<file path="src/rtl/seq_detect_param.sv">
// Programmable N-symbol sequence detector with overlap control, prefix
// progress for the LEDs, and a saturating match counter.
module seq_detect_param #(
  parameter int                 W       = 2,
  parameter int                 N       = 3,
  parameter logic [N*W-1:0]     PATTERN = {2'b00, 2'b10, 2'b11},
  parameter int                 CNT_W   = 8
) (
  input  logic                     clk,
  input  logic                     rst,
  input  logic                     in_valid,
  input  logic [W-1:0]             in_sym,
  input  logic                     overlap,
  input  logic                     clear_cnt,
  output logic                     match,
  output logic [$clog2(N+1)-1:0]   progress,
  output logic [CNT_W-1:0]         match_cnt
);
  localparam int                PW   = $clog2(N+1);
  localparam int                NW   = N * W;
  localparam logic [PW-1:0]     N_P  = PW'(N);
  localparam logic [NW-1:0]     ONES = '1;

  logic [NW-1:0]    hist_q, hist_d, hist_sh;
  logic [PW-1:0]    fill_q, fill_d, fill_n;
  logic             match_q, match_d;
  logic [CNT_W-1:0] cnt_q, cnt_d;
  logic             hit;

  generate
    if (N == 1) begin : g_one
      assign hist_sh = in_sym;
    end else begin : g_many
      assign hist_sh = {hist_q[(N-1)*W-1:0], in_sym};
    end
  endgenerate

  always_comb begin
    hist_d  = hist_q;
    fill_d  = fill_q;
    match_d = 1'b0;
    cnt_d   = cnt_q;
    hit     = 1'b0;
    fill_n  = (fill_q == N_P) ? N_P : fill_q + PW'(1);
    if (in_valid) begin
      hist_d  = hist_sh;
      hit     = (fill_n == N_P) && (hist_sh == PATTERN);
      match_d = hit;
      // A non-overlapping match forgets the history; an overlapping one keeps it full.
      if (hit) fill_d = overlap ? N_P : '0;
      else     fill_d = fill_n;
    end
    if (clear_cnt)                 cnt_d = '0;
    else if (hit && cnt_q != '1)   cnt_d = cnt_q + CNT_W'(1);
  end

  always_ff @(posedge clk) begin
    if (rst) begin
      hist_q  <= '0;
      fill_q  <= '0;
      match_q <= 1'b0;
      cnt_q   <= '0;
    end else begin
      hist_q  <= hist_d;
      fill_q  <= fill_d;
      match_q <= match_d;
      cnt_q   <= cnt_d;
    end
  end

  // Longest p (bounded by fill) whose newest p symbols equal the first p pattern symbols.
  always_comb begin
    logic [NW-1:0] mask, pfx;
    progress = '0;
    mask     = '0;
    pfx      = '0;
    for (int p = 1; p <= N; p++) begin
      mask = ONES >> ((N - p) * W);
      pfx  = PATTERN >> ((N - p) * W);
      if (PW'(p) <= fill_q && (hist_q & mask) == pfx) progress = PW'(p);
    end
  end

  assign match     = match_q;
  assign match_cnt = cnt_q;

endmodule

</file>
<file path="config.mk">
export PLATFORM = sky130hd
export DESIGN_NAME = seq_detect_param
export DESIGN_NICKNAME = d
export VERILOG_FILES = /design/src/rtl/seq_detect_param.sv
export SDC_FILE = /design/constraint.sdc
export NUM_CORES = 1
export LEC_CHECK = 0
export ABC_AREA = 1
export BUFFER_PORTS_ARGS = -buffer_cell sky130_fd_sc_hd__buf_2
export CAP_MARGIN = 15
export CELL_PAD_IN_SITES_DETAIL_PLACEMENT = 1
export CELL_PAD_IN_SITES_GLOBAL_PLACEMENT = 1
export CORE_UTILIZATION = 33
export CTS_CLUSTER_SIZE = 16
export DETAILED_ROUTE_END_ITERATION = 10
export GPL_TIMING_DRIVEN = 0
export HOLD_SLACK_MARGIN = 0.03
export PLACE_DENSITY_LB_ADDON = 0.1
export SYNTH_ARGS = -nofsm -noshare
export SYNTH_HDL_FRONTEND = slang
export SYNTH_SLANG_ARGS = --single-unit
</file>
<file path="constraint.sdc">
create_clock -name clk -period 1.2 [get_ports clk]
set_input_delay 0.24 -clock clk [delete_from_list [all_inputs] [get_ports clk]]
set_output_delay 0.24 -clock clk [all_outputs]
set_load 0.02 [all_outputs]
</file>
Yosys cells after proc, flatten, opt, wreduce, memory -nomap -nowiden
Cells that the tools add are included.
Operators by class
  multiply operators: 0
  div/mod/pow operators: 0
  mux-type cells: 7
  order comparisons: 3
  add/subtract/negate cells: 2
  bitwise logic cells: 0
  reductions and logical operators: 7
  shifts and indexed selects: 0
  equal/unequal tests: 6
Operator list (number)
  $eq A6 B4 Y1 const B: 2
  $mux W2: 5
  $add A8 B1 Y8 const B: 1
  $ne A8 B8 Y1 const B: 1
  $logic_not A6 Y1: 1
  $logic_and A1 B1 Y1: 5
  $eq A2 B2 Y1 const B: 2
  $eq A4 B2 Y1 const B: 1
  $le A2 B2 Y1 const A: 2
  $add A2 B1 Y2 const B: 1
  $le A1 B2 Y1 const A: 1
  $mux W1: 2
  $reduce_or A2 Y1: 1
Storage, ports and cells
  memories kept: 0
  bits in latches: 0
  output and inout port bits: 11
  flip-flop bits (word level): 17
  memory bits (read-only): 0
  RAM bits: 0
  input port bits: 7

Depth between registers and ports, before layout
Gate-level depths: netlist of run 1.
  depth in word-level cells: 6
  mapped depth: 9
  gate-level depth less buffers: 9

Least setup slack after synthesis of run 1
OpenSTA, ideal clock, no wires.
  kind: reg2reg
  from: register cnt_q[1], in the netlist match_cnt[1]
  to: register cnt_q[5], in the netlist match_cnt[5]
  data arrival time: 1.275 ns
  clock period less this slack: 1.390 ns
  path slack: -0.190 ns
  setup time: 0.116 ns
  required time: 1.084 ns
  stages on the path, launching flop included: 9
  path through: dfxtp_1 ha_1 nand2_2 nor2_4 nand2_4 nand2_2 inv_2 a21oi_1 nor2_1
Between the ends
  word-level cells in the longest chain between the ends: 2
  elaborated cells between the ends (all ways): 3
RTL lines
  start: declaration: line 27  | logic [CNT_W-1:0] cnt_q, cnt_d;
  start signal: assignment: line 67  | cnt_q <= cnt_d;
  branches (longest 2 deep; another with $add A8 B1 Y8)
Several ways; the timed one is not identified.
A chain may end at the register's enable or synchronous reset.

Worst setup path after layout of run 1
  from: register hist_q[2]
  to: output port progress[0]
Between the ends
  word-level cells in the longest chain between the ends: 4
  elaborated cells between the ends (all ways): 6
RTL lines
  start: declaration: line 24  | logic [NW-1:0] hist_q, hist_d, hist_sh;
  start signal: assignment: line 64  | hist_q <= hist_d;
  $eq A4 B2 Y1: line 80  | if (PW'(p) <= fill_q && (hist_q & mask) == pfx) progress = PW'(p);
  $logic_and A1 B1 Y1: line 80
  $mux W2: line 80
  $mux W2 *: line 80
  end: declaration: line 16  | output logic [$clog2(N+1)-1:0] progress,
Mark *: on every way between the ends. The rest lies on a longest branch, timed or not.

==> results of run 1 <==
-- per-stage QoR --
step	setup WS, ns	TNS (ns)	utilization, %	hold WS [ns]
after floorplan	-0.0264	-0.0264	-	0.312
after global placement	-0.110	-0.468	41.6	0.484
after detailed placement	-0.155	-0.643	41.6	0.490
after CTS	-0.386	-1.76	46.1	0.158
after global routing	-0.477	-3.44	48.7	0.155
final	-0.383	-2.29	48.7	0.164
-- layer usage --
| metal | GRT usage, % | vias to the layer above | share of wire [%] |
|---|---|---|---|
| met5 | 0 | - | 0 |
| met4 | 7.50 | 0 | 1.7 |
| met3 | 3.28 | 5 | 2.8 |
| met2 | 27.1 | 14 | 45 |
| met1 | 23.8 | 422 | 50 |
| li1 | - | 486 | - |
-- worst paths after layout --
path | start | endpoint | slack, ns | cells after the start
min | rst | match | 0.16 | 2
min reg2reg | hist_q[2] | hist_q[4] | 0.48 | 2
max reg2reg | hist_q[0] | match_cnt[2] | -0.23 | 10
max | hist_q[2] | progress[0] | -0.38 | 6
-- report_power, final --
group | leakage (nW) | total [mW] | switching [mW] | internal (mW)
sequential | 0.144 | 0.600 | 0.0205 | 0.580
clock | 0.0177 | 0.318 | 0.194 | 0.124
combinational | 0.375 | 0.130 | 0.0788 | 0.0517
total | 0.536 | 1.05 | 0.293 | 0.756
-- cell usage in the layout (no fill, tap or decap), types with 3 or more instances in the layout --
master | Yosys | routed
nor2_1 | 22 | 22
nand2_1 | 22 | 21
buf_2 | 1 | 15
inv_1 | 15 | 14
o21ai_0 | 10 | 9
nand3_2 | 3 | 9
dfxtp_1 | 17 | 8
nand3_1 | 13 | 7
a21oi_1 | 7 | 7
nor2_4 | 4 | 6
dfxtp_2 | 0 | 6
buf_6 | 0 | 6
nand4_1 | 4 | 4
nand2_2 | 3 | 4
inv_2 | 3 | 3
clkbuf_4 | 0 | 3
dfxtp_4 | 0 | 3
buf_4 | 0 | 3
-- timing repair --
action | CTS | global route
endpoints found under the setup margin | 11 | 13
resized for setup | 21 | 7
pin swaps | 3 | 4
buffers inserted | 3 | 4
-- logic make-up (layout without fill, tap and decap cells) --
| family | Yosys count | count (layout) | synth area share [%] |
|---|---|---|---|
| fa+ha+maj | 1 | 1 | 1.35 |
| simple gates | 77 | 77 | 42.3 |
| buf+inv | 19 | 47 | 7.86 |
| xor+xnor | 2 | 2 | 1.90 |
| compound gates | 18 | 18 | 9.76 |
| flops | 17 | 17 | 36.9 |
-- area by class of cell --
class,instances,area (sq um)
Clock inverter,1,5.00
Clock buffer,3,22.5
Buffer,1,5.00
Tap cell,30,37.5
Sequential cell,17,359
Fill cell,339,1320
Multi-Input combinational cell,98,571
Timing Repair Buffer,24,180
Inverter,18,70.1
-- flip-flops by register name, indices dropped and copies added, names as in the netlist --
name	flops
fill_q	2
match	1
hist_q	6
match_cnt	8
-- worst max-delay path, cell delays in order, from the launching register on --
cell and delay, ns:
dfxtp_2 0.34, inv_2 0.05, nand4_1 0.10, nor3_2 0.17, nand3_1 0.12, o21ai_1 0.11, buf_4 0.16
==> results.cfg, run 1 <==
[floorplan]
start_util_pct = 36.0
fp.coreArea_sq_um = 2570
die_h_microns = 54.9
rows = 18
dieArea_sq_um = 3010
die_w_microns = 54.9
ios = 18

[timing]
slew_viol_final = 0
fin_skew_ns = 0.00707
post-route-period-util_pct = 132
finalHoldViolCount = 0
rsz0062_at_grt = yes
finalSetupViolCount = 12
max_freq_mhz = 632
tightest_slew_ns = 0.526
min_period_ns = 1.58
setup_slack_ns = -0.383
slew_headroom_pct = 64.8

[critical_path]
setup.worst_path.start_class = flop
cp_data_arrival_time_ns = 1.34
cp_data_required_time_ns = 0.96
end_kind = output pin
critPathMaxFanout = 2
crit_type = flop to output pin

[run_status]
outcome = complete, but fails checks
violations = negative setup slack

[global_route]
grt_usage_pct = 17.6
grt_pass1_vias = 838
antenna_found_initial = 0
overflow = 0
grt_pass1_wl_microns = 3680
grt_max_degree = 11

[job]
max_cap_viol_count = 0

[yosys]
synth_area_leaders = dfxtp_1, nand2_1, nor2_1
synth_cells = 134
synth_top_area_cell = dfxtp_1
synthFlopType = dfxtp_1
mappedNetlistArea_sq_um = 923
ys_ff_latch = 17
seq_area_frac_synth_pct = 36.9
yosysUniqueCellTypes = 19
synth_edf_count = 0
syn_nets = 142
yosys.area.top_type_share_pct = 36.9
yosysWarnings = 0
async_flop_share_pct = 0
synth_common_cells = nand2_1, nor2_1, dfxtp_1, inv_1, nand3_1
syn_area_per_cell_sq_um = 6.89

[routing]
first_iter_violations = 18
wl_per_cell_microns = 12.3
vias = 927
vias_per_cell = 4.83
drcViolationCount = 0
wl_microns = 2350
drtPass1Iterations = 3
ant_nets = 0

[clocking]
cts_sinks = 17
cts-root-buf = clkbuf_4
tritoncts = yes
ctsHtreeMaxLevel = 1
clk_latency_ns = 0.30
clk_pin_slew_ns = 0.11
clockBufferDepth = 2
numCtsBuffers = 3
postCtsHoldBufs = 0

[power_and_ir_drop]
cellPowerDensity_nw_per_um2 = 839
irDropWorstVdd_mv = 0.597
p_leak_nw = 0.536
finalPower_mw = 1.05

[finish]
finish.instance_area_sq_um = 1250
fin_nets = 171
area_growth_pct = 35.4
diodes = 0
drive_gt1_share_pct = 40.7
final_cells = 192

[worst_hold_path]
min_path_type = input pin to flop

[placement]
dp.cells = 181
hpwlAfterDp_microns = 1770
portBuffers = 17
gp_congestion = 0.740
placedInstanceArea_sq_um = 1070
Power figures use the tool's default switching activity.
==> run 2: changes to the inputs <==
ABC_AREA = unset   (was 1)
CORE_ASPECT_RATIO = 1.4   (was unset)
CORE_UTILIZATION = 34   (was 33)
SETUP_SLACK_MARGIN = 0.1   (was unset)
==> run 2 against run 1 <==
  * The flow still finishes with violations (negative setup slack)
  * Non-clock buffer count grew 1
  * Clock power about the same
  * Core utilization rose by 3.8 points
  * Area after synthesis is 13% lower
  * Fmax is 3.1% higher
  * Sequential cell count stayed put
  * Global-route usage up 1.2 points
  * Sequential share of layout area rose by 3.9 points
  * Critical path type is now flop to flop
  * Largest cell class unchanged
  * Largest power group unchanged
==> results.cfg, run 2 <==
[power_and_ir_drop]
irDropWorstVdd_mv = 0.562
p_clk_share_pct = 31.9
power_switching_mw = 0.261
combPwrFrac_pct = 10.7
p_leak_nw = 0.419
internal_power_mw = 0.744
cellPowerDensity_nw_per_um2 = 869
seqPwrFrac_pct = 57.4
switching_share_pct = 26.0

[run_status]
violations = negative setup slack
outcome = complete, but fails checks

[clocking]
clockBufferDepth = 2
cts_sinks = 17
numCtsBuffers = 3
clk_latency_ns = 0.29
clk_pin_slew_ns = 0.11
postCtsHoldBufs = 0
tritoncts = yes
cts-root-buf = clkbuf_4
ctsHtreeMaxLevel = 1

[yosys]
synth_cells = 91
ys_ff_latch = 17
synthFlopType = dfxtp_1
yosysUniqueCellTypes = 32
syn_area_per_cell_sq_um = 8.80
synth_edf_count = 0
seq_area_frac_synth_pct = 42.5
mappedNetlistArea_sq_um = 801
async_flop_share_pct = 0
synth_common_cells = dfxtp_1, nor2_1, a21oi_1, mux2i_1, nand2_1
yosys.area.top_type_share_pct = 42.5
yosysWarnings = 0
synth_area_leaders = dfxtp_1, mux2i_1, nor2_1
synth_top_area_cell = dfxtp_1
syn_nets = 99
yosysMostFrequentCell = dfxtp_1

[global_route]
grt_usage_pct = 18.8
grt_pass1_vias = 820
grt_max_degree = 11
antenna_found_initial = 0
grt_pass1_wl_microns = 3640
overflow = 0

[finish]
area_growth_pct = 44.2
diodes = 0
most-common-layout-cells = buf_4, nor2_1, dfxtp_2
drive_gt1_share_pct = 50.4
fin_util_pct = 52.4
final_cells = 139
largest_reg_flops = 8
fin_nets = 126
nFillCells = 268
seq_area_sq_um = 377
multi_input_area_sq_um = 536
final_common_cell = buf_4

[critical_path]
cp_data_arrival_time_ns = 1.76
setup.worst_path.start_class = flop
critPathMaxFanout = 10
worstReg2RegEnd = match_cnt[5]
crit_type = flop to flop
reg2regPathDepth = 5
r2r_slack_ns = -0.34
cp_data_required_time_ns = 1.43
r2r-start = hist_q[3]
end_kind = flop

[worst_hold_path]
min_delay_path_depth = 3
min_path_type = input pin to flop
min-delay-start = in_sym[0]
worstHoldEndpoint = hist_q[0]

[placement]
gp_congestion = 0.743
hpwlAfterDp_microns = 1570
portBuffers = 17
dp.cells = 130

[routing]
vias = 789
wl_per_cell_microns = 15.6
drcViolationCount = 0
first_iter_violations = 6
ant_nets = 0
vias_per_cell = 5.68
drtPass1Iterations = 2
wl_microns = 2180

[floorplan]
rows = 20
start_util_pct = 36.4
die_h_microns = 59.4
ios = 18
fp.coreArea_sq_um = 2200
die_w_microns = 43.0
dieArea_sq_um = 2560

[timing]
tightest_slew_ns = 0.635
setup_slack_ns = -0.335
max_freq_mhz = 651
rsz0062_at_grt = yes
fin_skew_ns = 0.00400
slew_viol_final = 0
finalSetupViolCount = 12
min_period_ns = 1.54
slew_headroom_pct = 57.7
post-route-period-util_pct = 128
finalHoldViolCount = 0

[job]
max_cap_viol_count = 0
-- run 2: final cells by class --
class | instances | area share (%)
Clock buffer | 4 | 2.28
Buffer | 4 | 1.95
Timing Repair Buffer | 22 | 13.4
Inverter | 3 | 0.975
Multi-Input combinational cell | 67 | 46.4
Sequential cell | 17 | 32.6
Tap cell | 22 | 2.38
-- run 2: worst max path at each step --
stage / startpoint / endpoint / slack [ns] / cells past startpoint
2_1_floorplan: hist_q[3] / match_cnt[4] / -0.19 / 4
3_3_place_gp: hist_q[1] / match_cnt[7] / -0.34 / 5
3_5_place_dp: hist_q[1] / match_cnt[4] / -0.37 / 4
4_1_cts: hist_q[0] / match_cnt[5] / -0.33 / 5
5_1_grt: hist_q[3] / match_cnt[3] / -0.40 / 5
6_report: hist_q[3] / match_cnt[5] / -0.34 / 5
-- run 2: per-stage QoR --
step / total power, mW / hold WS [ns] / instance area, sq um / setup TNS, ns / worst slack (ns)
floorplan: 0.646 / 0.387 / 885 / -0.845 / -0.193
global placement: 0.675 / 0.469 / 997 / -2.39 / -0.345
detailed placement: 0.679 / 0.483 / 997 / -2.83 / -0.374
CTS: 1.01 / 0.193 / 1090 / -2.61 / -0.333
global route: 1.04 / 0.200 / 1150 / -3.64 / -0.399
finish: 1.00 / 0.203 / 1150 / -2.67 / -0.335
-- run 2: worst max-delay path: stages, from the launching register on --
cell      delay [ns]
dfxtp_2         0.36
and4bb_4        0.37
nand3_4         0.11
buf_6           0.16
nor4_4          0.26
mux2i_1         0.20
-- run 2: kinds of logic after synthesis --
family          synth area share [%]
compound gates                  16.6
fa+ha+maj                       1.56
buf+inv                         3.44
flops                           42.5
mux                             8.75
simple gates                    27.2
-- run 2: timing repair --
item / in CTS / in global routing
buffers inserted: 4 / 1
endpoints found under the setup margin: 14 / 21
pin swaps: 11 / 4
gates resized for setup: 16 / 16
-- run 2: power by group through the flow --
| stage | registers (mW) | logic (mW) | clock network, mW |
|---|---|---|---|
| after global placement | 0.595 | 0.0800 | 0 |
| final | 0.576 | 0.108 | 0.320 |
| after global routing | 0.578 | 0.117 | 0.347 |
| after CTS | 0.576 | 0.100 | 0.332 |
| after detailed placement | 0.595 | 0.0839 | 0 |
| after floorplan | 0.590 | 0.0559 | 0 |
-- run 2: routing by layer --
| layer | part of all wire [%] | global-route usage (%) |
|---|---|---|
| met5 | 0 | 0 |
| met4 | 1.8 | 10.4 |
| met3 | 2.6 | 2.44 |
| met2 | 55 | 35.7 |
| met1 | 40 | 19.3 |
==> run 3: changes to the inputs <==
CORE_ASPECT_RATIO = unset   (was 1.4)
==> run 3 against run 2 <==
  * The flow still finishes with violations (negative setup slack)
  * Wire length grew 2.4%
  * Total power fell by 0.72%
  * Clock power barely moved
  * Count of clock-buffer cells in the layout fell by 1
==> results.cfg, run 3 (synthesis results as in run 2) <==
[timing]
min_period_ns = 1.55
slew_headroom_pct = 59.8
finalSetupViolCount = 13
post-route-period-util_pct = 129
slew_viol_final = 0
max_freq_mhz = 644
finalHoldViolCount = 0
tightest_slew_ns = 0.604
fin_skew_ns = 0.00147
rsz0062_at_grt = yes
setup_slack_ns = -0.353

[placement]
portBuffers = 17
gp_congestion = 0.727
placedInstanceArea_sq_um = 1000
hpwlAfterDp_microns = 1520
place_ws_ns = -0.374

[floorplan]
start_util_pct = 36.2
ios = 18
die_h_microns = 50.5
fp.coreArea_sq_um = 2210
rows = 17
dieArea_sq_um = 2550
die_w_microns = 50.5

[routing]
ant_nets = 0
wl_microns = 2230
drtPass1Iterations = 4
vias = 801
drcViolationCount = 0
vias_per_cell = 5.34
first_iter_violations = 4
wl_per_cell_microns = 14.8

[global_route]
grt_pass1_wl_microns = 3860
grt_pass1_vias = 822
antenna_found_initial = 0
grt_max_degree = 11
grt_usage_pct = 20.4
overflow = 0

[clocking]
cts_sinks = 17
cts-root-buf = clkbuf_4
tritoncts = yes
ctsHtreeMaxLevel = 1
clockBufferDepth = 2
numCtsBuffers = 3
postCtsHoldBufs = 0
clk_pin_slew_ns = 0.10
clk_latency_ns = 0.30

[critical_path]
end_kind = flop
critPathMaxFanout = 5
crit_type = flop to flop
r2r-start = hist_q[3]
crit_path_start = hist_q[3]
cp_data_arrival_time_ns = 1.78
setup.worst_path.start_class = flop
cp_data_required_time_ns = 1.43

[finish]
drive_gt1_share_pct = 51.6
nFillCells = 265
most-common-layout-cells = buf_4, nor2_1, buf_2
finish.instance_area_sq_um = 1190
largest_reg_flops = 8
seq_area_sq_um = 375
area_growth_pct = 48.6
final_common_cell = buf_4
diodes = 0
multi_input_area_sq_um = 517
fin_nets = 131

[worst_hold_path]
min-delay-start = in_sym[0]
min_path_type = input pin to flop

[power_and_ir_drop]
p_leak_nw = 0.446
irDropWorstVdd_mv = 0.599
cellPowerDensity_nw_per_um2 = 838

[run_status]
outcome = complete, but fails checks
violations = negative setup slack

[job]
max_cap_viol_count = 0
==> run 3: final timing paths <==
| kind | to | slack (ns) | depth (start not counted) |
|---|---|---|---|
| worst max-delay path | match_cnt[4] | -0.35 | 5 |
| worst min-delay path | hist_q[0] | 0.19 | 3 |
| worst max register to register | match_cnt[4] | -0.35 | 5 |
| worst min register to register | match_cnt[5] | 0.49 | 2 |
==> run 3: where the power goes <==
part / internal (mW) / total (mW) / switching (mW)
Clock: 0.124 / 0.320 / 0.195
Sequential: 0.563 / 0.577 / 0.0132
Combinational: 0.0477 / 0.101 / 0.0528
==> run 3: worst max-delay path, stage by stage, from the launching register on <==
cell and delay, ns:
dfxtp_2 0.35, and4bb_1 0.31, nand3_2 0.13, buf_4 0.16, or4_1 0.39, a21oi_1 0.14
==> run 3: repair_timing <==
item                                    4_1_cts  5_1_grt
pin swaps                                     6        3
setup buffers                                 7        3
endpoints found under the setup margin       16       20
resized for setup                            21        8
==> run 3: area by class of cell <==
class | count | area share [%]
Timing Repair Buffer | 27 | 16.9
Clock buffer | 3 | 1.89
Clock inverter | 1 | 0.421
Tap cell | 28 | 2.94
Inverter | 3 | 0.946
Buffer | 4 | 1.89
Sequential cell | 17 | 31.5
Multi-Input combinational cell | 67 | 43.4
==> run 3: through the flow <==
step	hold WS [ns]	std cells	TNS [ns]	power [mW]	util, %
3_3_place_gp	0.468	136	-2.43	0.675	45.4
3_5_place_dp	0.484	136	-2.83	0.680	45.4
6_report	0.185	150	-3.12	0.997	53.8
4_1_cts	0.183	147	-2.78	1.01	51.6
2_1_floorplan	0.387	91	-0.845	0.646	-
5_1_grt	0.201	150	-4.10	1.04	53.8
==> run 3: layer usage <==
| layer | vias to the layer above | routed length [microns] | track usage, % |
|---|---|---|---|
| li1 | 400 | - | - |
| met1 | 377 | 1060 | 27.3 |
| met2 | 19 | 1050 | 31.8 |
| met3 | 5 | 73 | 3.03 |
| met4 | 0 | 44 | 9.72 |
| met5 | - | 0 | 0 |
